File: src/rtl/chroma_pkg.sv
// -----------------------------------------------------------------------------
// chroma_pkg
// Shared types and constants for the chroma control / pixel painter pair.
//   rgb3_t      : 3-bit {R,G,B} colour
//   ton_t       : 8-bit dim threshold
//   s1_t        : payload carried by the first pixel pipeline stage
//   pixel_color : maps a stage-1 payload to the colour driven to the VGA stage
// The constants double as the chroma control block's reset values.
// -----------------------------------------------------------------------------
package chroma_pkg;

    typedef logic [2:0] rgb3_t;
    typedef logic [7:0] ton_t;

    localparam ton_t  TON_DEFAULT = 8'hA4;
    localparam rgb3_t COLOR_BLACK = 3'b000;
    localparam rgb3_t COLOR_WHITE = 3'b111;

    // Everything stage 2 needs to pick a colour, frozen at accept time so a
    // later settings swap cannot reach a pixel that is already in flight.
    typedef struct packed {
        logic  glyph;   // 1 = letter, 0 = background
        logic  active;  // pixel lies in the visible area
        logic  blank;   // dimmed to black (only ever set with dimming built)
        rgb3_t col_l;   // letter colour in effect for this pixel
        rgb3_t col_p;   // background colour in effect for this pixel
    } s1_t;

    function automatic rgb3_t pixel_color(input s1_t s);
        rgb3_t c;
        c = COLOR_BLACK;
        if (s.active && !s.blank) begin
            c = s.glyph ? s.col_l : s.col_p;
        end
        return c;
    endfunction

endpackage

File: src/rtl/chroma_pipe_stage.sv
// -----------------------------------------------------------------------------
// chroma_pipe_stage
// Generic one-entry valid/ready register slice. Ready toward the producer is
// combinational from downstream ready, so a full slice still moves one item
// per clock when the consumer keeps accepting (no bubble).
// Ports:
//   clk, reset      : clock, synchronous active-high reset
//   i_up_valid      : producer has data
//   o_up_ready      : slice will load this cycle (empty or draining)
//   i_up_data [W]   : producer data
//   o_dn_valid      : slice holds data
//   i_dn_ready      : consumer takes data this cycle
//   o_dn_data [W]   : held data, stable while o_dn_valid && !i_dn_ready
// -----------------------------------------------------------------------------
module chroma_pipe_stage #(
    parameter int W = 1
) (
    input  logic         clk,
    input  logic         reset,
    input  logic         i_up_valid,
    output logic         o_up_ready,
    input  logic [W-1:0] i_up_data,
    output logic         o_dn_valid,
    input  logic         i_dn_ready,
    output logic [W-1:0] o_dn_data
);

    logic         r_valid;
    logic [W-1:0] r_data;
    logic         w_load;

    assign w_load     = !r_valid || i_dn_ready;
    assign o_up_ready = w_load;
    assign o_dn_valid = r_valid;
    assign o_dn_data  = r_data;

    // NOTE: sequential state uses non-blocking assignments only, so every
    // register samples the values from before this edge regardless of
    // statement order.
    always_ff @(posedge clk) begin
        if (reset) begin
            r_valid <= 1'b0;
            // NOTE: the data register is reset as well so the output reads
            // black straight out of reset instead of an unknown value.
            r_data  <= '0;
        end else if (w_load) begin
            r_valid <= i_up_valid;
            // Data only moves with a real item; an emptied slice keeps
            // showing the last pixel rather than a don't-care.
            if (i_up_valid) begin
                r_data <= i_up_data;
            end
        end
    end

endmodule

File: src/rtl/chroma_pixel_painter.sv
// -----------------------------------------------------------------------------
// chroma_pixel_painter
// Turns the renderer's glyph-bit stream into 3-bit RGB pixels for the VGA
// stage. Chroma settings (threshold, letter and background colour) are
// shadowed and swapped only on an accepted frame-start pixel, so a button
// press never tears a frame. Two register slices give a 2-cycle latency,
// 1 pixel/clk throughput and full backpressure. A saturating counter reports
// the pixels accepted in the current frame.
//
// Optional feature (macro CHROMA_PAINTER_DIM_EN):
//   defined   - an 8-bit dim counter numbers the pixels of a frame from 0 and
//               active pixels whose number is >= the threshold go black.
//   undefined - the threshold is shadowed but does not affect rgb_o.
//
// Ports:
//   clk, reset     : clock, synchronous active-high reset
//   ton_i          : threshold from chroma control
//   color_l_i      : letter colour from chroma control
//   color_p_i      : background colour from chroma control
//   frame_start_i  : marks the first pixel of a frame (qualified by accept)
//   pix_valid_i    : input pixel valid
//   pix_ready_o    : input pixel ready (combinational from rgb_ready_i)
//   pix_bit_i      : glyph bit, 1 = letter
//   pix_active_i   : pixel in visible area
//   rgb_valid_o    : output pixel valid
//   rgb_ready_i    : output pixel ready
//   rgb_o          : output colour {R,G,B}
//   frame_cnt_o    : pixels accepted this frame, saturating
// -----------------------------------------------------------------------------
module chroma_pixel_painter
    import chroma_pkg::*;
#(
    parameter int    CNT_W       = 16,
    parameter ton_t  TON_RST     = TON_DEFAULT,
    parameter rgb3_t COLOR_L_RST = COLOR_BLACK,
    parameter rgb3_t COLOR_P_RST = COLOR_WHITE
) (
    input  logic             clk,
    input  logic             reset,
    input  logic [7:0]       ton_i,
    input  logic [2:0]       color_l_i,
    input  logic [2:0]       color_p_i,
    input  logic             frame_start_i,
    input  logic             pix_valid_i,
    output logic             pix_ready_o,
    input  logic             pix_bit_i,
    input  logic             pix_active_i,
    output logic             rgb_valid_o,
    input  logic             rgb_ready_i,
    output logic [2:0]       rgb_o,
    output logic [CNT_W-1:0] frame_cnt_o
);

    // Shadow settings for the frame in progress.
    ton_t  r_ton;
    rgb3_t r_color_l;
    rgb3_t r_color_p;

    logic [CNT_W-1:0] r_frame_cnt;

    logic  w_s1_ready;
    logic  w_s1_valid;
    logic  w_s2_ready;
    logic  w_accept;
    logic  w_fs_accept;
    logic  w_blank;
    ton_t  w_ton_eff;
    rgb3_t w_color_l_eff;
    rgb3_t w_color_p_eff;
    s1_t   w_s1_d;
    s1_t   w_s1_q;
    rgb3_t w_rgb_next;

    assign pix_ready_o = w_s1_ready;
    assign w_accept    = pix_valid_i && w_s1_ready;
    assign w_fs_accept = w_accept && frame_start_i;

    // The frame-start pixel already uses the incoming settings, so bypass the
    // shadows on that cycle rather than wait for them to load.
    assign w_ton_eff     = w_fs_accept ? ton_i     : r_ton;
    assign w_color_l_eff = w_fs_accept ? color_l_i : r_color_l;
    assign w_color_p_eff = w_fs_accept ? color_p_i : r_color_p;

    always_ff @(posedge clk) begin
        if (reset) begin
            r_ton     <= TON_RST;
            r_color_l <= COLOR_L_RST;
            r_color_p <= COLOR_P_RST;
        end else if (w_fs_accept) begin
            r_ton     <= ton_i;
            r_color_l <= color_l_i;
            r_color_p <= color_p_i;
        end
    end

    always_ff @(posedge clk) begin
        if (reset) begin
            r_frame_cnt <= '0;
        end else if (w_accept) begin
            if (frame_start_i) begin
                r_frame_cnt <= CNT_W'(1);
            end else if (r_frame_cnt != {CNT_W{1'b1}}) begin
                r_frame_cnt <= r_frame_cnt + CNT_W'(1);
            end
        end
    end

    assign frame_cnt_o = r_frame_cnt;

`ifdef CHROMA_PAINTER_DIM_EN
    ton_t r_dim_cnt;
    ton_t w_dim_eff;

    // r_dim_cnt holds the number the next accepted pixel will get; a
    // frame-start pixel is always number 0. The count wraps after 255.
    assign w_dim_eff = frame_start_i ? 8'd0 : r_dim_cnt;
    assign w_blank   = (w_dim_eff >= w_ton_eff);

    always_ff @(posedge clk) begin
        if (reset) begin
            r_dim_cnt <= 8'd0;
        end else if (w_accept) begin
            r_dim_cnt <= w_dim_eff + 8'd1;
        end
    end
`else
    // The threshold is still shadowed for the control path but has no
    // effect on the colour in this build.
    logic w_unused_ton;
    assign w_unused_ton = ^w_ton_eff;
    assign w_blank      = 1'b0;
`endif

    always_comb begin
        w_s1_d        = '0;
        w_s1_d.glyph  = pix_bit_i;
        w_s1_d.active = pix_active_i;
        w_s1_d.blank  = w_blank;
        w_s1_d.col_l  = w_color_l_eff;
        w_s1_d.col_p  = w_color_p_eff;
    end

    assign w_rgb_next = pixel_color(w_s1_q);

    // Stage 1: glyph bit, visibility and the colours in effect at accept.
    chroma_pipe_stage #(
        .W ($bits(s1_t))
    ) u_stage1 (
        .clk        (clk),
        .reset      (reset),
        .i_up_valid (pix_valid_i),
        .o_up_ready (w_s1_ready),
        .i_up_data  (w_s1_d),
        .o_dn_valid (w_s1_valid),
        .i_dn_ready (w_s2_ready),
        .o_dn_data  (w_s1_q)
    );

    // Stage 2: final colour, held stable while the VGA stage stalls.
    chroma_pipe_stage #(
        .W ($bits(rgb3_t))
    ) u_stage2 (
        .clk        (clk),
        .reset      (reset),
        .i_up_valid (w_s1_valid),
        .o_up_ready (w_s2_ready),
        .i_up_data  (w_rgb_next),
        .o_dn_valid (rgb_valid_o),
        .i_dn_ready (rgb_ready_i),
        .o_dn_data  (rgb_o)
    );

endmodule
File: config.mk
export PLATFORM = sky130hd
export DESIGN_NAME = chroma_pixel_painter
export DESIGN_NICKNAME = d
export VERILOG_FILES = /design/src/rtl/chroma_pkg.sv /design/src/rtl/chroma_pipe_stage.sv /design/src/rtl/chroma_pixel_painter.sv
export SDC_FILE = /design/constraint.sdc
export NUM_CORES = 1
export LEC_CHECK = 0
export CORE_ASPECT_RATIO = 0.6
export CORE_UTILIZATION = 54
export DETAILED_ROUTE_END_ITERATION = 6
export GPL_ROUTABILITY_DRIVEN = 0
export PLACE_DENSITY = 0.88
export SYNTH_ARGS = -nofsm -noshare
export SYNTH_HDL_FRONTEND = slang
export SYNTH_HIERARCHICAL = 1
export SYNTH_SLANG_ARGS = --single-unit
File: constraint.sdc
create_clock -name clk -period 4.3 [get_ports clk]
set_clock_uncertainty 0.2 [all_clocks]
set_input_delay 0.43 -clock clk [delete_from_list [all_inputs] [get_ports clk]]
set_output_delay 0.43 -clock clk [all_outputs]
set_load 0.01 [all_outputs]
==> run_results.csv <==
group,metric,value,unit
status,status,"finished clean",
finish,nFillCells,253,
floorplan,core_area,3340,um2
timing,tightest_slew,782,ps
timing,grt_setup_unrepaired,"no",
clock_network,root_buffer,"clkbuf_8",
finish,area_delta_synth_final,20.8,%
synthesis,yosys_register_bits,36,
routing,drt_first_pass_iters,4,
routing,drc_errors,0,
timing,hold_ws,332,ps
finish,mostFrequentLayoutCells,"dfxtp_1, clkdlybuf4s50_1, nand3_1, a21oi_1, o21ai_0",
timing,finalCriticalPeriod,2700,ps
power,p_sw,0.164,mW
floorplan,num_io_pins,42,
synthesis,ys_types,49,
timing,setup_tns,0,ps
timing,hold_viol,0,
clock_network,h-tree-depth,2,
finish,fin_nets,260,
critical_path,crit_path_cell_trace,"clkdlybuf4s50_1 -> nand2b_4 -> nand2b_4 -> nand2_1 -> nor3_1 -> nand2_1 -> o31ai_1",
clock_network,cts-buffers-inserted,5,
clock_network,post-cts-setup-buffer-count,0,
timing,max_freq,0.370,GHz
clock_network,clock-sinks,36,
clock_network,cts_resized,0,
worst_hold_path,hp-class,"reg2reg",
synthesis,postSynthAreaPerCell,9.06,um2
placement,dp.cells,276,
finish,antenna_cells,0,
timing,slew_headroom,47.4,%
power,ir_worst_vdd,0.000229,V
critical_path,cp.arrival,2710,ps
run,maxCapViolCount,0,
routing,drt_iter0_drc,212,
synthesis,ys_seq_area_share,37.2,%
clock_network,clk_latency,290,ps
global_route,grtUsageTotal,25.5,%
finish,final_common_cell,"dfxtp_1",
global_route,grt_max_degree,23,
critical_path,path_class,"in2reg",
clock_network,cts_tree,"yes",
critical_path,cp_max_fo,22,
critical_path,worstPathRequired,4310,ps
routing,vias,1811,
power,switching_share,24.0,%
timing,finalCritPeriodShare,62.9,%
timing,setup_violations,0,
synthesis,syn_nets,236,
critical_path,cp_top_family,"simple AND/OR/NAND/NOR gates",
critical_path,end_kind,"flop",
floorplan,start_util,58.0,%
routing,via_per_inst,6.40,
power,p_leak,0.823,nW
placement,port_buffers,33,
finish,stdcell_count,283,
synthesis,syn_area,1940,um2
synthesis,synth_cells,214,
timing,slew_viol_final,0,
power,internal_power,0.521,mW
global_route,grt_pass1_wl,7580,um
routing,finalWirelength,4760,um
routing,ant_nets,0,
global_route,grt_antenna_before_repair,0,
synthesis,async_flop_share,0,%
synthesis,synth_ff_type,"dfxtp_1",
power,pwr-share-clk,38.3,%
global_route,first_global_vias,1539,
power,combinationalPowerShare,10.5,%
floorplan,die_h,48.4,um
placement,dpl.hpwl,3190,um
synthesis,synth-edff-count,0,
critical_path,slowest_stage,"clkdlybuf4s50_1",
floorplan,die_area,3840,um2
floorplan,rows,16,
critical_path,cp-start-kind,"primary input",
clock_network,cts_buffer_depth,2,
routing,wl_per_cell,16.8,um
clock_network,hold_buffers,0,
clock_network,cts.clk_slew.worst_paths,80,ps
power,pwr_density_cell,293,nW/um2
global_route,overflow,0,
floorplan,dieWidth,79.3,um
critical_path,critPathBufInv,1,
synthesis,yosys_warnings,6,
finish,drive_gt1_share,12.6,%
critical_path,cpPeakStageDelay,460,ps
power,p_seq_share,51.3,%
==> power groups by stage <==
| stage | logic, mW | clock network [mW] | registers (mW) |
|---|---|---|---|
| 3_3_place_gp | 0.0683 | 0 | 0.358 |
| 6_report | 0.0717 | 0.262 | 0.352 |
| 4_1_cts | 0.0707 | 0.263 | 0.351 |
| 3_5_place_dp | 0.0700 | 0 | 0.359 |
| 2_1_floorplan | 0.0457 | 0 | 0.358 |
| 5_1_grt | 0.0775 | 0.282 | 0.352 |
==> Yosys cell counts (3+ instances only) <==
cell / instances / area share, %
buf_2: 5 / 1.3
a31oi_1: 5 / 1.6
o21ai_0: 13 / 3.4
o31ai_1: 3 / 1.2
mux2_2: 6 / 3.5
o311ai_0: 3 / 1.4
nand4_1: 4 / 1.3
nor2_1: 7 / 1.4
a21oi_2: 9 / 4.1
and2_1: 4 / 1.3
clkbuf_1: 8 / 1.5
inv_1: 4 / 0.77
nand2_1: 6 / 1.2
dfxtp_1: 36 / 37
mux2i_1: 3 / 1.5
a21oi_1: 14 / 3.6
nor3_1: 4 / 1.0
nand2b_1: 4 / 1.3
and4_1: 3 / 1.4
a21bo_1: 12 / 6.2
nand3_1: 22 / 5.7
==> per-layer routing <==
layer	vias to the layer above	routed length, um	global-route usage [%]
li1	854	-	-
met1	848	2270	36.8
met2	102	2040	35.2
met3	7	417	8.87
met4	0	36	7.88
met5	-	0	0
==> logic make-up (layout without fill, tap and decap cells) <==
logic type                 after synthesis  count (layout)  share of synthesized area (%)
adders and majority gates                1               1                          0.645
muxes                                    9               9                           5.04
AOI/OAI and AO/OA                       72              72                           26.7
DFF                                     36              36                           37.2
and+or+nand+nor                         73              73                           24.5
other                                    1               1                          0.193
buffers and inverters                   22              46                           5.68
==> through the flow <==
step	setup WS, ps	instance area, um2	utilization [%]	power, mW
5_1_grt	1380	2340	70.0	0.711
3_3_place_gp	1460	2240	67.1	0.426
6_report	1600	2340	70.0	0.686
3_5_place_dp	1400	2240	67.1	0.429
2_1_floorplan	2100	1940	-	0.403
4_1_cts	1640	2340	70.0	0.685
==> worst reg2reg max path, cell delays in order (launching register included) <==
cell	delay (ps)
dfxtp_1	330
nand2b_4	120
nand2b_4	280
nand2_1	450
nor3_1	460
nand2_1	200
o31ai_1	260
==> registers in the layout (all words and copies together), names as in the netlist <==
register	flops
frame_cnt_o	16
r_color_l	3
r_color_p	3
u_stage1/o_dn_data	9
u_stage1/o_dn_valid	1
u_stage2/o_dn_data	3
u_stage2/o_dn_valid	1
==> final timing paths <==
check / start / endpoint / slack (ps) / cells after the start
min: frame_cnt_o[15] / frame_cnt_o[15] / 330 / 2
max reg2reg: u_stage2/o_dn_valid / frame_cnt_o[10] / 1920 / 6
min reg2reg: frame_cnt_o[15] / frame_cnt_o[15] / 330 / 2
max: rgb_ready_i / frame_cnt_o[10] / 1600 / 7
==> layout make-up <==
cell class | instances | area (um2) | area share (%)
Timing Repair Buffer | 35 | 345 | 14.8
Multi-Input combinational cell | 156 | 1110 | 47.3
Clock buffer | 7 | 96.3 | 4.12
Sequential cell | 36 | 721 | 30.8
Inverter | 4 | 15.0 | 0.641
Tap cell | 45 | 56.3 | 2.41
No activity file was read; power rests on OpenSTA's default activity.
